### src/rtl/gpio_sample_requester_if.sv
// Handshake and capture-stream signals between the sample requester and
// the core / downstream DAC.
interface gpio_sample_requester_if #(
    parameter int DATA_W = 16
);
    logic              req;
    logic              ack;
    logic [DATA_W-1:0] sample;
    logic              out_valid;
    logic [DATA_W-1:0] out_data;
    logic              out_ready;

    modport master (
        output req, out_valid, out_data,
        input  ack, sample, out_ready
    );

    modport slave (
        input  req, out_valid, out_data,
        output ack, sample, out_ready
    );
endinterface

### src/rtl/gpio_sample_requester.sv
// Periodic sample-request master: drives req to the core, completes the
// four-phase req/ack handshake and queues captured words for the DAC.
//
//   state    | meaning
//   IDLE     | req low, waiting for a period tick
//   REQ      | req high, waiting for synchronised ack or timeout
//   WAIT_LOW | req low, waiting for the core to drop ack
module gpio_sample_requester #(
    parameter int DATA_W     = 16,
    parameter int FIFO_DEPTH = 8,
    parameter int TIMEOUT    = 1024
) (
    input  logic                    clk,
    input  logic                    rst_n,
    gpio_sample_requester_if.master bus,
    input  logic                    enable_i,
    input  logic [15:0]             period_i,
    input  logic                    clear_i,
    output logic                    overrun_o,
    output logic                    timeout_o,
    output logic [15:0]             missed_o,
    output logic [31:0]             sample_count_o
);
    localparam int AW = $clog2(FIFO_DEPTH);
    localparam int TW = (TIMEOUT > 1) ? $clog2(TIMEOUT) : 1;
    localparam logic [TW-1:0] TO_LAST = TW'(TIMEOUT - 1);
    localparam logic [AW:0]   DEPTH_L = (AW + 1)'(FIFO_DEPTH);

    typedef enum logic [1:0] {IDLE, REQ, WAIT_LOW} state_t;

    state_t            state_q;
    logic              req_q;
    logic [TW-1:0]     to_cnt_q;
    logic              ack_s1_q, ack_s_q;
    logic [15:0]       cnt_q;
    logic              load_q, tick_q;
    logic [DATA_W-1:0] mem_q [FIFO_DEPTH];
    logic [AW:0]       wr_ptr_q, rd_ptr_q;
    logic              overrun_q, timeout_q;
    logic [15:0]       missed_q;
    logic [31:0]       count_q;

    logic [15:0] reload_d, cnt_cur_d;
    logic        empty_d, full_d, pop_d, push_req_d, push_d, drop_d, expire_d, missed_ev_d;

    // load_q stands in for "counter sits at the reload value", so reset needs no period input
    always_comb begin
        reload_d    = (period_i < 16'd4) ? 16'd3 : period_i - 16'd1;
        cnt_cur_d   = load_q ? reload_d : cnt_q;
        empty_d     = (wr_ptr_q == rd_ptr_q);
        full_d      = ((wr_ptr_q - rd_ptr_q) == DEPTH_L);
        pop_d       = !empty_d && bus.out_ready;
        push_req_d  = (state_q == REQ) && ack_s_q;
        push_d      = push_req_d && (!full_d || pop_d);
        drop_d      = push_req_d && full_d && !pop_d;
        expire_d    = (state_q == REQ) && !ack_s_q && (to_cnt_q == TO_LAST);
        missed_ev_d = tick_q && (state_q != IDLE);
    end

    always_ff @(posedge clk or negedge rst_n) begin
        if (!rst_n) begin
            ack_s1_q <= 1'b0;
            ack_s_q  <= 1'b0;
            cnt_q    <= '0;
            load_q   <= 1'b1;
            tick_q   <= 1'b0;
        end else begin
            ack_s1_q <= bus.ack;
            ack_s_q  <= ack_s1_q;
            if (!enable_i) begin
                load_q <= 1'b1;
                tick_q <= 1'b0;
            end else if (cnt_cur_d == 16'd0) begin
                load_q <= 1'b1;
                tick_q <= 1'b1;
            end else begin
                cnt_q  <= cnt_cur_d - 16'd1;
                load_q <= 1'b0;
                tick_q <= 1'b0;
            end
        end
    end

    always_ff @(posedge clk or negedge rst_n) begin
        if (!rst_n) begin
            state_q  <= IDLE;
            req_q    <= 1'b0;
            to_cnt_q <= '0;
        end else begin
            case (state_q)
                IDLE: begin
                    if (tick_q) begin
                        state_q  <= REQ;
                        req_q    <= 1'b1;
                        to_cnt_q <= '0;
                    end
                end
                REQ: begin
                    if (ack_s_q || expire_d) begin
                        state_q <= WAIT_LOW;
                        req_q   <= 1'b0;
                    end else begin
                        to_cnt_q <= to_cnt_q + TW'(1);
                    end
                end
                WAIT_LOW: begin
                    if (!ack_s_q) state_q <= IDLE;
                end
                default: begin
                    state_q <= IDLE;
                    req_q   <= 1'b0;
                end
            endcase
        end
    end

    always_ff @(posedge clk or negedge rst_n) begin
        if (!rst_n) begin
            for (int i = 0; i < FIFO_DEPTH; i++) mem_q[i] <= '0;
            wr_ptr_q <= '0;
            rd_ptr_q <= '0;
        end else begin
            if (push_d) begin
                mem_q[wr_ptr_q[AW-1:0]] <= bus.sample;
                wr_ptr_q                <= wr_ptr_q + 1'b1;
            end
            if (pop_d) rd_ptr_q <= rd_ptr_q + 1'b1;
        end
    end

    // clear has priority over any flag or counter event in the same cycle
    always_ff @(posedge clk or negedge rst_n) begin
        if (!rst_n) begin
            overrun_q <= 1'b0;
            timeout_q <= 1'b0;
            missed_q  <= '0;
            count_q   <= '0;
        end else if (clear_i) begin
            overrun_q <= 1'b0;
            timeout_q <= 1'b0;
            missed_q  <= '0;
            count_q   <= '0;
        end else begin
            if (drop_d)   overrun_q <= 1'b1;
            if (expire_d) timeout_q <= 1'b1;
            if (missed_ev_d && (missed_q != 16'hFFFF)) missed_q <= missed_q + 16'd1;
            if (push_d)   count_q <= count_q + 32'd1;
        end
    end

    assign bus.req        = req_q;
    assign bus.out_valid  = !empty_d;
    assign bus.out_data   = mem_q[rd_ptr_q[AW-1:0]];
    assign overrun_o      = overrun_q;
    assign timeout_o      = timeout_q;
    assign missed_o       = missed_q;
    assign sample_count_o = count_q;
endmodule

### src/flat_wrapper.sv
// flat-port wrapper written by rule: the top's interface ports become plain ports
module gpio_sample_requester_flat 
#(
    parameter int DATA_W     = 16,
    parameter int FIFO_DEPTH = 8,
    parameter int TIMEOUT    = 1024
)
  (clk, rst_n, enable_i, period_i, clear_i, overrun_o, timeout_o, missed_o, sample_count_o, bus_req, bus_out_valid, bus_out_data, bus_ack, bus_sample, bus_out_ready);
  gpio_sample_requester_if #(.DATA_W(DATA_W)) bus_i ();
  input  logic clk;
  input  logic rst_n;
  input  logic enable_i;
  input  logic [15:0] period_i;
  input  logic clear_i;
  output logic overrun_o;
  output logic timeout_o;
  output logic [15:0] missed_o;
  output logic [31:0] sample_count_o;
  output wire logic [$bits(bus_i.req)-1:0] bus_req;
  output wire logic [$bits(bus_i.out_valid)-1:0] bus_out_valid;
  output wire logic [$bits(bus_i.out_data)-1:0] bus_out_data;
  input wire logic [$bits(bus_i.ack)-1:0] bus_ack;
  input wire logic [$bits(bus_i.sample)-1:0] bus_sample;
  input wire logic [$bits(bus_i.out_ready)-1:0] bus_out_ready;
  assign bus_req = bus_i.req;
  assign bus_out_valid = bus_i.out_valid;
  assign bus_out_data = bus_i.out_data;
  assign bus_i.ack = bus_ack;
  assign bus_i.sample = bus_sample;
  assign bus_i.out_ready = bus_out_ready;
  gpio_sample_requester #(.DATA_W(DATA_W), .FIFO_DEPTH(FIFO_DEPTH), .TIMEOUT(TIMEOUT)) u_core (.clk(clk), .rst_n(rst_n), .bus(bus_i), .enable_i(enable_i), .period_i(period_i), .clear_i(clear_i), .overrun_o(overrun_o), .timeout_o(timeout_o), .missed_o(missed_o), .sample_count_o(sample_count_o));
endmodule
### config.mk
export PLATFORM = sky130hd
export DESIGN_NAME = gpio_sample_requester_flat
export DESIGN_NICKNAME = d
export VERILOG_FILES = /design/src/rtl/gpio_sample_requester_if.sv /design/src/rtl/gpio_sample_requester.sv /design/src/flat_wrapper.sv
export SDC_FILE = /design/constraint.sdc
export NUM_CORES = 1
export LEC_CHECK = 0
export ABC_AREA = 1
export CORE_MARGIN = 3
export CORE_UTILIZATION = 42
export CTS_CLUSTER_DIAMETER = 30
export CTS_CLUSTER_SIZE = 40
export DETAILED_ROUTE_END_ITERATION = 8
export PLACE_DENSITY = 0.6
export SKIP_LAST_GASP = 1
export SYNTH_ARGS = -nofsm -noshare
export SYNTH_HDL_FRONTEND = slang
export SYNTH_SLANG_ARGS = --single-unit
### constraint.sdc
create_clock -name clk -period 2.8 [get_ports clk]
set_input_delay 0.56 -clock clk [delete_from_list [all_inputs] [get_ports clk]]
set_output_delay 0.56 -clock clk [all_outputs]
set_load 0.02 [all_outputs]
# Yosys cells after proc, flatten, opt, wreduce, memory -nomap -nowiden

Cells that the tools add are included.

Bits in latches: 0
Register bits after elaboration: 219
Word-level logic and storage cells: 105
Memories: 0
RAM bits: 0
Input port bits: 38
Memory bits (read-only): 0

Order comparisons: 4
Equal/unequal tests: 10
Reduce and logical (&&, ||, !) cells: 28
Shift operators: 0
Bitwise operators: 4
Add/sub/neg operators: 8
Multipliers: 0
Divide/modulo/power cells: 0
Multiplexer cells: 29

Operators with widths:

| operator                | number |
|---|---|
| $bwmux W128             | 1 |
| $mux W16                | 7 |
| $mux W32                | 2 |
| $bmux W16 S3            | 1 |
| $demux W16 S3           | 1 |
| $add A32 B1 Y32 const B | 1 |
| $sub A16 B1 Y16 const B | 2 |
| $mux W10                | 2 |
| $pmux W10 S2            | 1 |
| $add A16 B1 Y16 const B | 1 |
| $logic_not A16 Y1       | 1 |
| $lt A16 B3 Y1 const B   | 1 |
| $ne A16 B16 Y1 const B  | 1 |
| $reduce_bool A2 Y1      | 6 |
| $add A10 B1 Y10 const B | 1 |
| $eq A10 B10 Y1 const B  | 1 |
| $logic_and A1 B1 Y1     | 10 |
| $mux W1                 | 9 |
| $reduce_and A3 Y1       | 3 |
| $add A4 B1 Y4 const B   | 2 |
| $ge A4 B4 Y1 const B    | 2 |
| $not A3 Y4              | 2 |
| $mux W2                 | 3 |
| $ne A2 B2 Y1 const B    | 3 |
| 14 further kinds        | 19 |

# Logic depth before layout (Yosys ltp)

Gate-level depths: netlist of run 1.

Depth after elaboration: 7
Gate-level depth with buffers: 16

# Worst setup path before layout of run 1

No wires, ideal clock.

Path type: reg-to-reg
From: register u_core.rd_ptr_q[1]
To: register u_core.count_q[17], in the netlist u_core.sample_count_o[17]
Stages on the path, launching flop included: 16
Setup slack: 330 ps
Data arrival time: 2,387 ps
Buffers on the path: 3
Cells stage by stage: dfrtp_1 -> inv_1 -> clkbuf_1 -> ha_1 -> inv_1 -> o21bai_2 -> a21oi_1 -> xor2_1 -> nor3_1 -> nand2_1 -> nand2_1 -> buf_4 -> nand2_1 -> clkbuf_1 -> nand2_1 -> o21ai_0

Longest elaborated chain between the ends: 6
Elaborated cells on any way between the ends: 9

RTL lines:

| element                                                 | RTL line                                                 | RTL |
|---|---|---|
| from (decl)                                             | gpio_sample_requester.sv:38                              | `logic [AW:0] wr_ptr_q, rd_ptr_q;` |
| from (signal assigned)                                  | gpio_sample_requester.sv:127                             | `if (pop_d) rd_ptr_q <= rd_ptr_q + 1'b1;` |
| $sub A4 B4 Y4 or $eq A4 B4 Y1 (tied branches)           | gpio_sample_requester.sv:51, gpio_sample_requester.sv:50 |  |
| $eq A4 B4 Y1 or $logic_not A1 Y1 (tied branches)        | gpio_sample_requester.sv:51, gpio_sample_requester.sv:52 |  |
| $logic_not A1 Y1 or $logic_and A1 B1 Y1 (tied branches) | gpio_sample_requester.sv:54, gpio_sample_requester.sv:52 |  |
| $logic_or A1 B1 Y1 *                                    | gpio_sample_requester.sv:54                              | `push_d = push_req_d && (!full_d \|\| pop_d);` |
| $logic_and A1 B1 Y1 *                                   | gpio_sample_requester.sv:54                              |  |
| $reduce_bool A2 Y1 (no line) *                          | -                                                        |  |
| to (signal assigned)                                    | gpio_sample_requester.sv:147                             | `if (push_d) count_q <= count_q + 32'd1;` |
| to (decl)                                               | gpio_sample_requester.sv:41                              | `logic [31:0] count_q;` |

Mark *: on every way between the ends. The rest lies on a longest branch, timed or not.
A chain may end at the register's enable or synchronous reset.

# Worst setup path in the final report of run 1

From: register u_core.rd_ptr_q[0]
To: output bus_out_data[6]

Longest elaborated chain between the ends: 4

RTL lines:

| element                                      | RTL line                     | RTL |
|---|---|---|
| $not A3 Y4 (not written as such)             | gpio_sample_requester.sv:153 | `assign bus.out_data = mem_q[rd_ptr_q[AW-1:0]];` |
| $bmux W16 S3                                 | gpio_sample_requester.sv:153 |  |
| $mux W16 (not written as such) (2 in series) | gpio_sample_requester.sv:153 |  |
| to (decl)                                    | flat_wrapper.sv:21           | `output wire logic [$bits(bus_i.out_data)-1:0] bus_out_data;` |

Every way passes these cells. The select of a mux whose other input is x is not followed.

==> results of run 1 <==
-- power by group through the flow --
| stage | Sequential, mW | Clock, mW | Combinational (mW) |
|---|---|---|---|
| floorplan | 3.34 | 0 | 1.82 |
| global placement | 3.35 | 0 | 3.04 |
| detailed placement | 3.35 | 0 | 3.04 |
| CTS | 3.31 | 6.93 | 3.02 |
| global route | 3.32 | 7.09 | 3.28 |
| finish | 3.31 | 6.82 | 2.98 |
-- timing repair --
item	4_1_cts	5_1_grt
cloned	1	0
hold buffers	0	0
gates resized for setup	29	21
setup endpoints to repair	17	53
-- cells by family (layout without fill, tap and decap cells) --
group	after synthesis	count (layout)	synth area share, %
xor gates and xnor gates	33	33	2.49
adders and majority gates	11	11	1.18
and+or+nand+nor	743	743	27.6
buffers and inverters	197	372	6.73
DFF	219	219	47.1
AOI/OAI and AO/OA	317	317	14.8
-- sequential cells by signal, summed over array words and instances (netlist names), 2 cells and up --
register / flops
u_core.state_q: 2
u_core.to_cnt_q: 10
u_core.sample_count_o: 32
u_core.mem_q: 128
u_core.missed_o: 16
u_core.wr_ptr_q: 4
u_core.rd_ptr_q: 4
u_core.cnt_q: 16
-- metrics by stage --
step	area (um^2)	utilization (%)	total power, mW	hold WS, ns
floorplan	11600	-	5.16	0.264
global placement	13300	49.1	6.39	0.334
detailed placement	13300	49.1	6.40	0.335
CTS	15300	56.6	13.3	0.0216
global route	15300	56.6	13.7	0.0284
finish	15300	56.6	13.1	-0.00741
-- final cells by class --
type                            count  area share (%)
Clock buffer                       63            9.65
Clock inverter                     32            3.39
Inverter                          134            3.28
Multi-Input combinational cell   1104            35.1
Sequential cell                   219            35.8
Tap cell                          372            3.04
Timing Repair Buffer              143            9.83
-- path summary, 6_finish.rpt --
path | slack [ns] | from | to
min in group clk | 0.34 | u_core.ack_s1_q$_DFF_PN0_ | u_core.ack_s_q$_DFF_PN0_
max reg2reg | 0.28 | u_core.rd_ptr_q[0]$_DFFE_PN0P_ | u_core.mem_q[8]$_DFFE_PN0P_
max | 0.09 | u_core.rd_ptr_q[0]$_DFFE_PN0P_ | bus_out_data[6]
min | -0.007 | rst_n | u_core.to_cnt_q[4]$_DFFE_PN0P_
max in group asynchronous | 1.97 | rst_n | u_core.load_q$_DFF_PN1_
min reg2reg | 0.34 | u_core.ack_s1_q$_DFF_PN0_ | u_core.ack_s_q$_DFF_PN0_
-- Yosys cell counts (10+ instances only) --
| cell | instances |
|---|---|
| sky130_fd_sc_hd__nor2_1 | 217 |
| sky130_fd_sc_hd__inv_1 | 127 |
| sky130_fd_sc_hd__ha_1 | 11 |
| sky130_fd_sc_hd__o21ai_0 | 234 |
| sky130_fd_sc_hd__o22ai_1 | 16 |
| sky130_fd_sc_hd__nor3_1 | 31 |
| sky130_fd_sc_hd__a21oi_1 | 19 |
| sky130_fd_sc_hd__nand2_2 | 10 |
| sky130_fd_sc_hd__a31oi_1 | 16 |
| sky130_fd_sc_hd__dfrtp_1 | 218 |
| sky130_fd_sc_hd__nor2_2 | 10 |
| sky130_fd_sc_hd__nand4_1 | 24 |
| sky130_fd_sc_hd__buf_2 | 14 |
| sky130_fd_sc_hd__nand2_1 | 369 |
| sky130_fd_sc_hd__clkbuf_1 | 44 |
| sky130_fd_sc_hd__xor2_1 | 25 |
| sky130_fd_sc_hd__nand3_1 | 50 |
-- routing by layer --
layer / GRT usage (%) / vias up / share of wire [%]
li1: - / 5251 / -
met1: 29.0 / 4971 / 45
met2: 36.6 / 253 / 48
met3: 3.61 / 52 / 4.7
met4: 6.18 / 0 / 2.0
met5: 0 / - / 0
-- critical path, cell delays in order (launching register included) --
cell	delay, ns
sky130_fd_sc_hd__dfrtp_2	0.43
sky130_fd_sc_hd__clkinv_1	0.12
sky130_fd_sc_hd__buf_12	0.21
sky130_fd_sc_hd__nor2_1	0.06
sky130_fd_sc_hd__o22ai_1	0.19
sky130_fd_sc_hd__nor2_1	0.06
sky130_fd_sc_hd__a31oi_1	0.23
sky130_fd_sc_hd__clkdlybuf4s15_2	0.31
==> insert_results.sql, run 1 <==
INSERT INTO impl_metrics (metric_group, metric, value, unit) VALUES
('outcome', 'run_status', 'complete, but fails checks', ''),
('outcome', 'failed_checks', 'hold timing', ''),
('synth', 'netlist.area_leader.share', '46.9', '%'),
('worst_setup_path', 'worst_setup_path_category', 'reg -> out', ''),
('placement', 'dp_cells', '1971', ''),
('synth', 'synth_cell_type_count', '45', ''),
('placement', 'preCtsSetupSlack', '-0.00193', 'ns'),
('floorplan', 'row_cnt', '60', ''),
('timing', 'finalWorstPathRequiredPeriod', '2.71', 'ns'),
('clock_network', 'clk_pin_slew', '0.05', 'ns'),
('run', 'maxCapViolations', '0', ''),
('global_route', 'pin_count_of_the_biggest_net_entering_global_routing', '87', ''),
('timing', 'max_freq', '0.369', 'GHz'),
('power', 'switching_share', '29.7', '%'),
('drt', 'detailroute.via_count', '10500', ''),
('timing', 'setup_total_negative_slack', '0', 'ns'),
('power', 'pwr-share-seq', '25.2', '%'),
('timing', 'finalHoldViolCount', '2', ''),
('timing', 'period_share', '96.7', '%'),
('synth', 'avgSynthCellArea', '7.65', 'um^2'),
('global_route', 'first_global_vias', '10300', ''),
('global_route', 'gr-usage-all-layers', '21.7', '%'),
('global_route', 'first_pass_grt_wire_length', '52.6', 'mm'),
('power', 'power.static_leakage', '6.85', 'nW'),
('placement', 'io_port_bufs', '105', ''),
('clock_network', 'post-cts-setup-buffer-count', '0', ''),
('power', 'netSwitchingPower', '3.90', 'mW'),
('min_path', 'hold_path.class', 'in -> async', ''),
('synth', 'synth.net_count', '1569', ''),
('worst_setup_path', 'critical_path.max_fanout', '36', ''),
('cells_and_area', 'layout_common_cells', 'sky130_fd_sc_hd__nand2_1 (368), sky130_fd_sc_hd__o21ai_0 (234), sky130_fd_sc_hd__nor2_1 (217), sky130_fd_sc_hd__dfrtp_1 (217), sky130_fd_sc_hd__inv_1 (125)', ''),
('timing', 'rsz0062_at_grt', 'true', ''),
('timing', 'setup_viol', '0', ''),
('drt', 'routedWlPerCell', '15.4', 'um'),
('floorplan', 'chipWidth', '172', 'um'),
('floorplan', 'die_y', '172', 'um'),
('floorplan', 'die-area', '29700', 'um^2'),
('floorplan', 'core_area', '27100', 'um^2'),
('timing', 'final.setup_skew', '0.0198', 'ns'),
('synth', 'yosys-top-cells-area', 'sky130_fd_sc_hd__dfrtp_1 (47%), sky130_fd_sc_hd__nand2_1 (12%), sky130_fd_sc_hd__o21ai_0 (10%)', ''),
('power', 'clock_power_share', '52.0', '%'),
('synth', 'post_synth_instance_area', '11600', 'um^2'),
('cells_and_area', 'multi_input_area', '5370', 'um^2'),
('timing', 'fin_hold_ws', '-0.00741', 'ns'),
('worst_setup_path', 'worstRegToRegCells', '13', ''),
('floorplan', 'design.portCount', '106', ''),
('clock_network', 'cts_inserted_buffers', '55', ''),
('synth', 'synth_async_reset_ratio', '100', '%'),
('power', 'cell_internal_pwr', '9.22', 'mW'),
('power', 'pwr_density_cell', '855', 'nW/um^2'),
('placement', 'place.detailed.hpwl', '20.3', 'mm'),
('clock_network', 'clkLatencyLatePin', '0.55', 'ns'),
('cells_and_area', 'post_route_cells_drive_above_1_share', '12.0', '%'),
('global_route', 'global_route.overflow_total', '0', ''),
('cells_and_area', 'regArea', '5480', 'um^2'),
('clock_network', 'cts-htree-levels', '2', ''),
('drt', 'post_drt_via_cell_ratio', '5.09', ''),
('cells_and_area', 'fillCellCount', '2504', ''),
('clock_network', 'clk_root_buffer_cell', 'sky130_fd_sc_hd__clkbuf_16', ''),
('drt', 'number_of_detailed_route_iterations_in_the_first_pass', '5', ''),
('synth', 'seq_area_frac_synth', '47.1', '%'),
('synth', 'ys_seq_elements', '219', ''),
('placement', 'globalplace.congestion', '0.912', ''),
('cells_and_area', 'mostFrequentLayoutCell', 'sky130_fd_sc_hd__nand2_1', ''),
('synth', 'synth_enable_flop_cells', '0', ''),
('timing', 'timing_worst_slew_pin_value', '0.678', 'ns'),
('synth', 'cell_count_after_synthesis', '1520', ''),
('worst_setup_path', 'critPathLaunchType', 'flip-flop', ''),
('drt', 'first_iter_violations', '764', ''),
('cells_and_area', 'post_layout_nonfiller_instances', '2067', ''),
('power', 'p_comb_share', '22.7', '%');
No activity file was read; power rests on OpenSTA's default activity.
==> run 2, diff against run 1 <==
- CORE_UTILIZATION: 42 -> 58
- PLACE_DENSITY: 0.6 -> 0.79
==> insert_results.sql, run 2 (synthesis results as in run 1) <==
INSERT INTO impl_metrics (metric_group, metric, value, unit) VALUES
('outcome', 'run_status', 'finished, final reports clean', ''),
('clock_network', 'clk_pin_slew', '0.05', 'ns'),
('run', 'maxCapViolations', '0', ''),
('floorplan', 'die-area', '21800', 'um^2'),
('global_route', 'grt_antenna_before_repair', '1', ''),
('timing', 'setup_viol', '0', ''),
('cells_and_area', 'area_delta_synth_final', '26.3', '%'),
('floorplan', 'start_util', '59.4', '%'),
('timing', 'period_share', '96.8', '%'),
('cells_and_area', 'layout_common_cells', 'sky130_fd_sc_hd__nand2_1 (368), sky130_fd_sc_hd__o21ai_0 (234), sky130_fd_sc_hd__nor2_1 (217), sky130_fd_sc_hd__dfrtp_1 (217), sky130_fd_sc_hd__inv_1 (126)', ''),
('drt', 'post_drt_via_cell_ratio', '5.61', ''),
('drt', 'number_of_detailed_route_iterations_in_the_first_pass', '5', ''),
('min_path', 'hold_path.class', 'in -> async', ''),
('cells_and_area', 'largest_register_ff_count', '128', ''),
('floorplan', 'core_area', '19600', 'um^2'),
('power', 'total_power', '11.5', 'mW'),
('global_route', 'global_route.overflow_total', '0', ''),
('drt', 'postRouteWirelength', '32.0', 'mm'),
('placement', 'dpl-instance-area', '13200', 'um^2'),
('clock_network', 'cts_inserted_buffers', '43', ''),
('placement', 'place.detailed.hpwl', '20.5', 'mm'),
('cells_and_area', 'layout.core_utilization', '75.0', '%'),
('cells_and_area', 'regArea', '5480', 'um^2'),
('global_route', 'first_pass_grt_wire_length', '53.4', 'mm'),
('timing', 'fin_hold_ws', '0.0478', 'ns'),
('worst_setup_path', 'worst_setup_path_category', 'reg -> out', ''),
('timing', 'max_freq', '0.369', 'GHz'),
('global_route', 'gr-usage-all-layers', '29.6', '%'),
('worst_setup_path', 'cp.arrival', '2.15', 'ns'),
('drt', 'detailroute.via_count', '10900', ''),
('timing', 'final_max_slew_viol_count', '0', ''),
('timing', 'slew-limit-headroom', '56.4', '%'),
('placement', 'io_port_bufs', '105', ''),
('drt', 'remaining_drc_errors', '0', ''),
('placement', 'dp_cells', '1868', ''),
('timing', 'final.setup_skew', '0.00764', 'ns'),
('worst_setup_path', 'critical_path.cell_chain', 'inv_1 > buf_12 > nor2_1 > o22ai_1 > nor2_1 > a31oi_1 > dlygate4sd2_1', ''),
('clock_network', 'cts_num_sinks', '219', ''),
('power', 'power.static_leakage', '6.61', 'nW'),
('cells_and_area', 'diodes', '0', ''),
('worst_setup_path', 'critical_path.top_delay_family', 'buffers and inverters', ''),
('timing', 'rsz0062_at_grt', 'true', ''),
('clock_network', 'clkLatencyLatePin', '0.51', 'ns'),
('cells_and_area', 'multi_input_area', '5390', 'um^2'),
('placement', 'globalplace.congestion', '0.950', ''),
('cells_and_area', 'fillCellCount', '1459', ''),
('worst_setup_path', 'worst_ep_required_time', '2.24', 'ns'),
('global_route', 'pin_count_of_the_biggest_net_entering_global_routing', '84', ''),
('power', 'pwr_density_cell', '783', 'nW/um^2'),
('worst_setup_path', 'cp-end-kind', 'primary output', ''),
('cells_and_area', 'layout_nets', '1698', ''),
('cells_and_area', 'post_layout_nonfiller_instances', '1946', ''),
('global_route', 'first_global_vias', '11000', ''),
('floorplan', 'chipWidth', '148', 'um'),
('floorplan', 'row_cnt', '51', ''),
('clock_network', 'cts-htree-levels', '2', ''),
('clock_network', 'clock_tree.buffer_depth', '3', ''),
('timing', 'finalWorstPathRequiredPeriod', '2.71', 'ns'),
('worst_setup_path', 'top_cell_by_count_worst_path', 'sky130_fd_sc_hd__nor2_1', ''),
('worst_setup_path', 'critical_path.max_stage_delay', '0.42', 'ns'),
('cells_and_area', 'max_flop_register', 'u_core.mem_q', ''),
('drt', 'routedWlPerCell', '16.5', 'um'),
('floorplan', 'die_y', '148', 'um'),
('drt', 'ant_nets', '0', ''),
('clock_network', 'post-cts-setup-buffer-count', '0', ''),
('cells_and_area', 'mostFrequentLayoutCell', 'sky130_fd_sc_hd__nand2_1', ''),
('clock_network', 'cts_tree', 'built', ''),
('drt', 'first_iter_violations', '765', ''),
('cells_and_area', 'design_area', '14700', 'um^2'),
('floorplan', 'design.portCount', '106', ''),
('cells_and_area', 'post_route_cells_drive_above_1_share', '11.3', '%'),
('timing', 'timing_worst_slew_pin_value', '0.655', 'ns'),
('worst_setup_path', 'cell_with_the_largest_stage_delay_on_the_worst_path', 'sky130_fd_sc_hd__dfrtp_2', ''),
('worst_setup_path', 'cp.buffers_inverters', '3', ''),
('worst_setup_path', 'critPathLaunchType', 'flip-flop', ''),
('worst_setup_path', 'critical_path.max_fanout', '40', ''),
('power', 'max_vdd_drop', '0.567', 'mV'),
('clock_network', 'clk_root_buffer_cell', 'sky130_fd_sc_hd__clkbuf_16', ''),
('timing', 'finalHoldViolCount', '0', '');
-- run 2: cell types whose count changed in the layout (fill, tap and decap cells not counted), sizes merged --
cell / previous run / this run
clkinv: 13 / 11
clkbuf: 69 / 61
bufinv: 12 / 6
bufbuf: 1 / 0
clkinvlp: 4 / 2
buf: 38 / 42
inv: 137 / 140
clkdlybuf4s15: 3 / 1
-- run 2: timing repair --
item | 4_1_cts | 5_1_grt
gates resized for setup | 21 | 38
pin swaps | 0 | 0
setup endpoints to repair | 17 | 159
hold buffers | 0 | 0
gates cloned | 0 | 1
-- run 2: report_power, final --
group          internal (mW)  total, mW  switching [mW]
logic                   1.07       2.98            1.90
clock network           3.51       5.21            1.70
registers               3.25       3.31          0.0611
-- run 2: per-stage QoR --
step	setup TNS [ns]	setup slack, ns
floorplan	0	0.330
global placement	-0.335	-0.0357
detailed placement	-0.0458	-0.0142
CTS	-0.0954	-0.0954
global route	-0.0254	-0.0125
finish	0	0.0885
-- run 2: path summary, 6_finish.rpt --
kind | from | endpoint | slack, ns | cells after the start
setup reg to reg | u_core.rd_ptr_q[1]$_DFFE_PN0P_ | u_core.mem_q[48]$_DFFE_PN0P_ | 0.16 | 14
min in group clk | u_core.ack_s1_q$_DFF_PN0_ | u_core.ack_s_q$_DFF_PN0_ | 0.35 | 0
max in group asynchronous | rst_n | u_core.load_q$_DFF_PN1_ | 1.99 | 2
hold reg to reg | u_core.ack_s1_q$_DFF_PN0_ | u_core.ack_s_q$_DFF_PN0_ | 0.35 | 0
setup / recovery | u_core.rd_ptr_q[0]$_DFFE_PN0P_ | bus_out_data[2] | 0.09 | 7
hold / removal | rst_n | u_core.to_cnt_q[7]$_DFFE_PN0P_ | 0.05 | 1
-- run 2: metal layers --
metal / global-route usage, % / part of all wire (%) / vias up
li1: - / - / 5236
met1: 39.0 / 42 / 5224
met2: 50.3 / 49 / 391
met3: 5.03 / 6.2 / 60
met4: 9.60 / 2.3 / 2
met5: 0 / 0.041 / -
-- run 2: area by class of cell --
type / count / area share (%)
Clock buffer: 52 / 7.90
Multi-Input combinational cell: 1104 / 36.7
Tap cell: 265 / 2.26
Sequential cell: 219 / 37.3
Inverter: 134 / 3.43
Timing Repair Buffer: 147 / 10.2
Clock inverter: 25 / 2.14
==> variant 1: new RTL, flow settings as in run 1 <==
Encoding of `state_t`: now one-hot (3 bits for 3 states).
--- a/src/rtl/gpio_sample_requester.sv
+++ b/src/rtl/gpio_sample_requester.sv
@@ -28,3 +28,3 @@
 
-    typedef enum logic [1:0] {IDLE, REQ, WAIT_LOW} state_t;
+    typedef enum logic [2:0] {IDLE = 3'b001, REQ = 3'b010, WAIT_LOW = 3'b100} state_t;
 
Formal check against the unedited RTL: same outputs for any inputs over 10 cycles, from zero or initial values and one cycle with rst_n low; not proved beyond that.
==> variant 1 against run 1 <==
The flow still finishes with violations (negative hold slack). Clock skew increased by 17 ps. Routed wire length increased by 1.9%. Sequential cell count increased by 1. Clock power decreased by 1%. Count of clock-buffer cells in the layout decreased by 4. Core utilization increased by 0.44 points. Final area increased by 1.3%. Largest cell class unchanged. Maximum frequency decreased by 3.1%. Area after synthesis increased by 1.2%. Setup slack got worse by 87 ps. Cell count increased by 0.77%. Sequential share of layout area decreased by 0.30 points. Combinational power increased by 11%. Critical endpoint is now bus_out_data[3]. Total power increased by 2.2%. Critical path type unchanged.
==> variant 1: results (changes against run 1) <==
metric,value,unit,change
status,"complete, but fails checks",,unchanged
violations,negative hold slack,,unchanged
vias_per_cell,5.16,,was 5.09
holdWs,-16.0,ps,was -7.41 ps
grt_pass1_wl,53.5,mm,was 52.6 mm
synth-xor-area-share,2.38,%,was 2.49%
buffers,156,,was 143
clock_cell_area_share,12.8,%,was 13.0%
grtUsageMet2,34.9,%,was 36.6%
max_stage_delay,470,ps,was 430 ps
num-fill-cells,2539,,"was 2,504"
synth_compound_gate_area_share,15.2,%,was 14.8%
route.met3.wl,1.57,mm,was 1.50 mm
wl_met2,15.2,mm,about the same
place_congestion,0.883,,was 0.912
use_met3,3.88,%,was 3.61%
hp-class,in -> async,,unchanged
use_met1,28.9,%,was 29.0%
highest_layer,met5,,was met4
vdd_drop_max,609,µV,was 512 µV
clk_pin_slew,50,ps,about the same
multiInputGateArea,5490,µm²,was 5370 µm²
finalPower,13.4,mW,was 13.1 mW
drt_iter0_drc,841,,was 764
ys_top_cells_by_count,"nand2_1, o21ai_0, dfrtp_1",,unchanged
clock_latency,570,ps,was 550 ps
timing.fmax,0.358,GHz,was 0.369 GHz
drive_above_1_share,14.4,%,was 12.0%
wl_met1,15.0,mm,was 14.5 mm
ys_seq_area_share,46.8,%,was 47.1%
synth_cell_types,46,,was 45
worstSetupEndpoint,bus_out_data[3],,was bus_out_data[6]
crit_fanout,17,,was 36
cp.arrival,2230,ps,was 2150 ps
synthAdderAreaFrac,1.17,%,was 1.18%
synth_mux_area_share,0,%,unchanged
seq_power_share,25.0,%,was 25.2%
grt_util_all_layers,21.3,%,was 21.7%
synth_seq_cells,220,,was 219
cts_buffers,53,,was 55
pre_cts_ws,17.7,ps,was -1.93 ps
p_leak,6.92,nW,was 6.85 nW
nClkBuffers,59,,was 63
dp_hpwl,20.8,mm,was 20.3 mm
pwr-share-clk,50.2,%,was 52.0%
drtPass1Iterations,6,,was 5
buf_share,10.3,%,was 9.83%
hold_viol_final,22,,was 2
inverters,128,,was 134
grt_pass1_vias,10429,,was 10.3k
antenna_found_initial,1,,was 0
fin_skew,37.0,ps,was 19.8 ps
worstMarginPinSlew,646,ps,was 678 ps
r2r_slack,250,ps,was 280 ps
r2r-end,u_core.sample_count_o[24],,was u_core.mem_q[8]
wire_per_inst,15.6,µm,was 15.4 µm
grt_max_degree,77,,was 87
ys_top_cells_by_area,"dfrtp_1, nand2_1, o21ai_0",,unchanged
ff_latch_area,5510,µm²,was 5480 µm²
==> variant 1: changes by cell type in the layout (fill, tap and decap cells not counted), moves of 4 or more <==
| cell | before | now |
|---|---|---|
| nand2_2 | 11 | 25 |
| nand3_1 | 50 | 60 |
| nand2_1 | 368 | 346 |
| inv_2 | 7 | 3 |
| nor2_1 | 217 | 212 |
| dlygate4sd2_1 | 8 | 1 |
| nor2_4 | 7 | 11 |
| buf_4 | 21 | 38 |
| nor3_1 | 31 | 27 |
| buf_2 | 0 | 5 |
==> variant 1: per-stage QoR <==
step                      setup TNS [ps]  instances  cell area (µm²)  hold slack (ps)
final                                  0       2083            15500            -16.0
after global routing                -202       2083            15500             28.8
after CTS                           -484       2079            15500             4.69
after detailed placement               0       1979            13500              343
after global placement                 0       1979            13500              334
after floorplan                        0       1520            11800              264
==> variant 1: what timing repair did <==
action	in CTS	in global routing
gates resized for setup	38	34
cloned	1	2
setup buffers	0	2
setup endpoints to repair	17	16
==> variant 2: new RTL, settings of run 1 <==
Made on the original files. `TIMEOUT` is set to 1024 in 2 places; all go to 512.
--- a/src/rtl/gpio_sample_requester.sv
+++ b/src/rtl/gpio_sample_requester.sv
@@ -10,3 +10,3 @@
     parameter int FIFO_DEPTH = 8,
-    parameter int TIMEOUT    = 1024
+    parameter int TIMEOUT    = 512
 ) (
--- a/src/flat_wrapper.sv
+++ b/src/flat_wrapper.sv
@@ -5,3 +5,3 @@
     parameter int FIFO_DEPTH = 8,
-    parameter int TIMEOUT    = 1024
+    parameter int TIMEOUT    = 512
 )
Function: no difference found for any inputs over 10 cycles, from zero or initial values and one cycle with rst_n low; that may be too few to reach the edited logic, so the function may still have changed.
==> variant 2 against run 1 <==
Global-route usage fell by 0.64 points. Hold slack better by 350 ps. Sequential cell count decreased by 1. Die area barely moved. Area after synthesis is essentially flat. Largest cell class unchanged. Routed wire length is 3.9% lower. Setup slack worse by 19 ps. Maximum frequency shrank 0.69%. Critical path type unchanged. Total power is 2.0% lower. Final area rose by 0.55%. Core utilization grew 0.31 points. Sequential share of layout area down 0.36 points.
==> variant 2: results (changes against run 1) <==
metric,value,unit,change
numPortBuffers,105,,unchanged
ys_seq_area_share,46.9,%,was 47.1%
cts_buffers,53,,was 55
grt_util_all_layers,21.1,%,was 21.7%
drive_above_1_share,14.0,%,was 12.0%
ys_top_cells_by_count,"nand2_1, nor2_1, o21ai_0",,"was nand2_1, o21ai_0, dfrtp_1"
fin_nets,1691,,"was 1,706"
status,completed,,"was complete, but fails checks"
cp.arrival,2170,ps,was 2150 ps
grt_pass1_wl,51.4,mm,was 52.6 mm
place_congestion,0.890,,was 0.912
max_slew_margin,59.8,%,was 54.8%
grt_max_degree,77,,was 87
vdd_drop_max,474,µV,was 512 µV
dp_hpwl,20.2,mm,was 20.3 mm
ys_top_cells_by_area,"dfrtp_1, nand2_1, o21ai_0",,unchanged
diodes,0,,unchanged
hp-class,reg -> reg,,was in -> async
p_leak,6.93,nW,was 6.85 nW
drt_iter0_drc,568,,was 764
wire_per_inst,14.9,µm,was 15.4 µm
ys.flop_type,dfrtp_1,,unchanged
crit_fanout,37,,was 36
vias,10339,,was 10.5k
fin_skew,37.7,ps,was 19.8 ps
synth_cell_types,46,,was 45
-- variant 2: cell count changes after synthesis, moves of 4 or more --
cell	change
nand2_1	-39
nand2_2	+23
o21ai_0	-16
inv_1	-13
buf_2	+11
clkbuf_1	-9
o21ai_1	+8
xor2_1	+4
-- variant 2: metal layers --
metal / track usage (%) / part of all wire, %
met5: 0 / 0
met4: 6.04 / 1.8
met3: 3.38 / 4.0
met2: 34.4 / 47
met1: 29.2 / 48
-- variant 2: path summary, 6_finish.rpt --
path | from | to | slack, ps | cells after the start
max | u_core.rd_ptr_q[0] | bus_out_data[14] | 70 | 8
min | u_core.ack_s1_q | u_core.ack_s_q | 340 | 0
max reg2reg | u_core.rd_ptr_q[1] | u_core.mem_q[13] | 210 | 15
min reg2reg | u_core.ack_s1_q | u_core.ack_s_q | 340 | 0
max in group asynchronous | rst_n | u_core.mem_q[62] | 1400 | 3
min in group asynchronous | rst_n | u_core.mem_q[104] | 580 | 2
-- variant 2: cell families (layout without fill, tap and decap cells) --
family	count (synthesis)	count (layout)	share of synthesized area [%]
and+or+nand+nor	734	734	28.2
adders and majority gates	11	11	1.18
DFF	218	218	46.9
xor gates and xnor gates	36	36	2.71
buffers and inverters	184	378	6.55
AOI/OAI and AO/OA	310	310	14.4
-- variant 2: report_power, final --
part | leakage, nW | internal, mW | switching (mW)
logic | 2.98 | 1.12 | 1.84
registers | 2.99 | 3.24 | 0.0719
clock network | 0.953 | 4.66 | 1.91
-- variant 2: what timing repair did --
| action | 4_1_cts | 5_1_grt |
|---|---|---|
| pin swaps | 0 | 2 |
| hold buffers | 1 | 0 |
| hold endpoints to repair | 13 | 0 |
| buffers inserted | 0 | 0 |
| resized for setup | 25 | 37 |
| endpoints found under the setup margin | 17 | 117 |
-- variant 2: cell type report --
type / instances / area share (%)
clock buffers: 69 / 9.66
clock inverters: 31 / 3.04
inverters: 120 / 2.94
multi-input cells: 1091 / 35.2
flip-flops and latches: 218 / 35.4
well taps: 372 / 3.02
repair buffers: 158 / 10.7
-- variant 2: stage by stage --
| step | total power [mW] | instances | cell area, µm² |
|---|---|---|---|
| after floorplan | 5.16 | 1493 | 11600 |
| after CTS | 13.0 | 2059 | 15400 |
| after detailed placement | 6.46 | 1958 | 13400 |
| after global placement | 6.45 | 1958 | 13400 |
| after global routing | 13.5 | 2059 | 15400 |
| final | 12.8 | 2059 | 15400 |
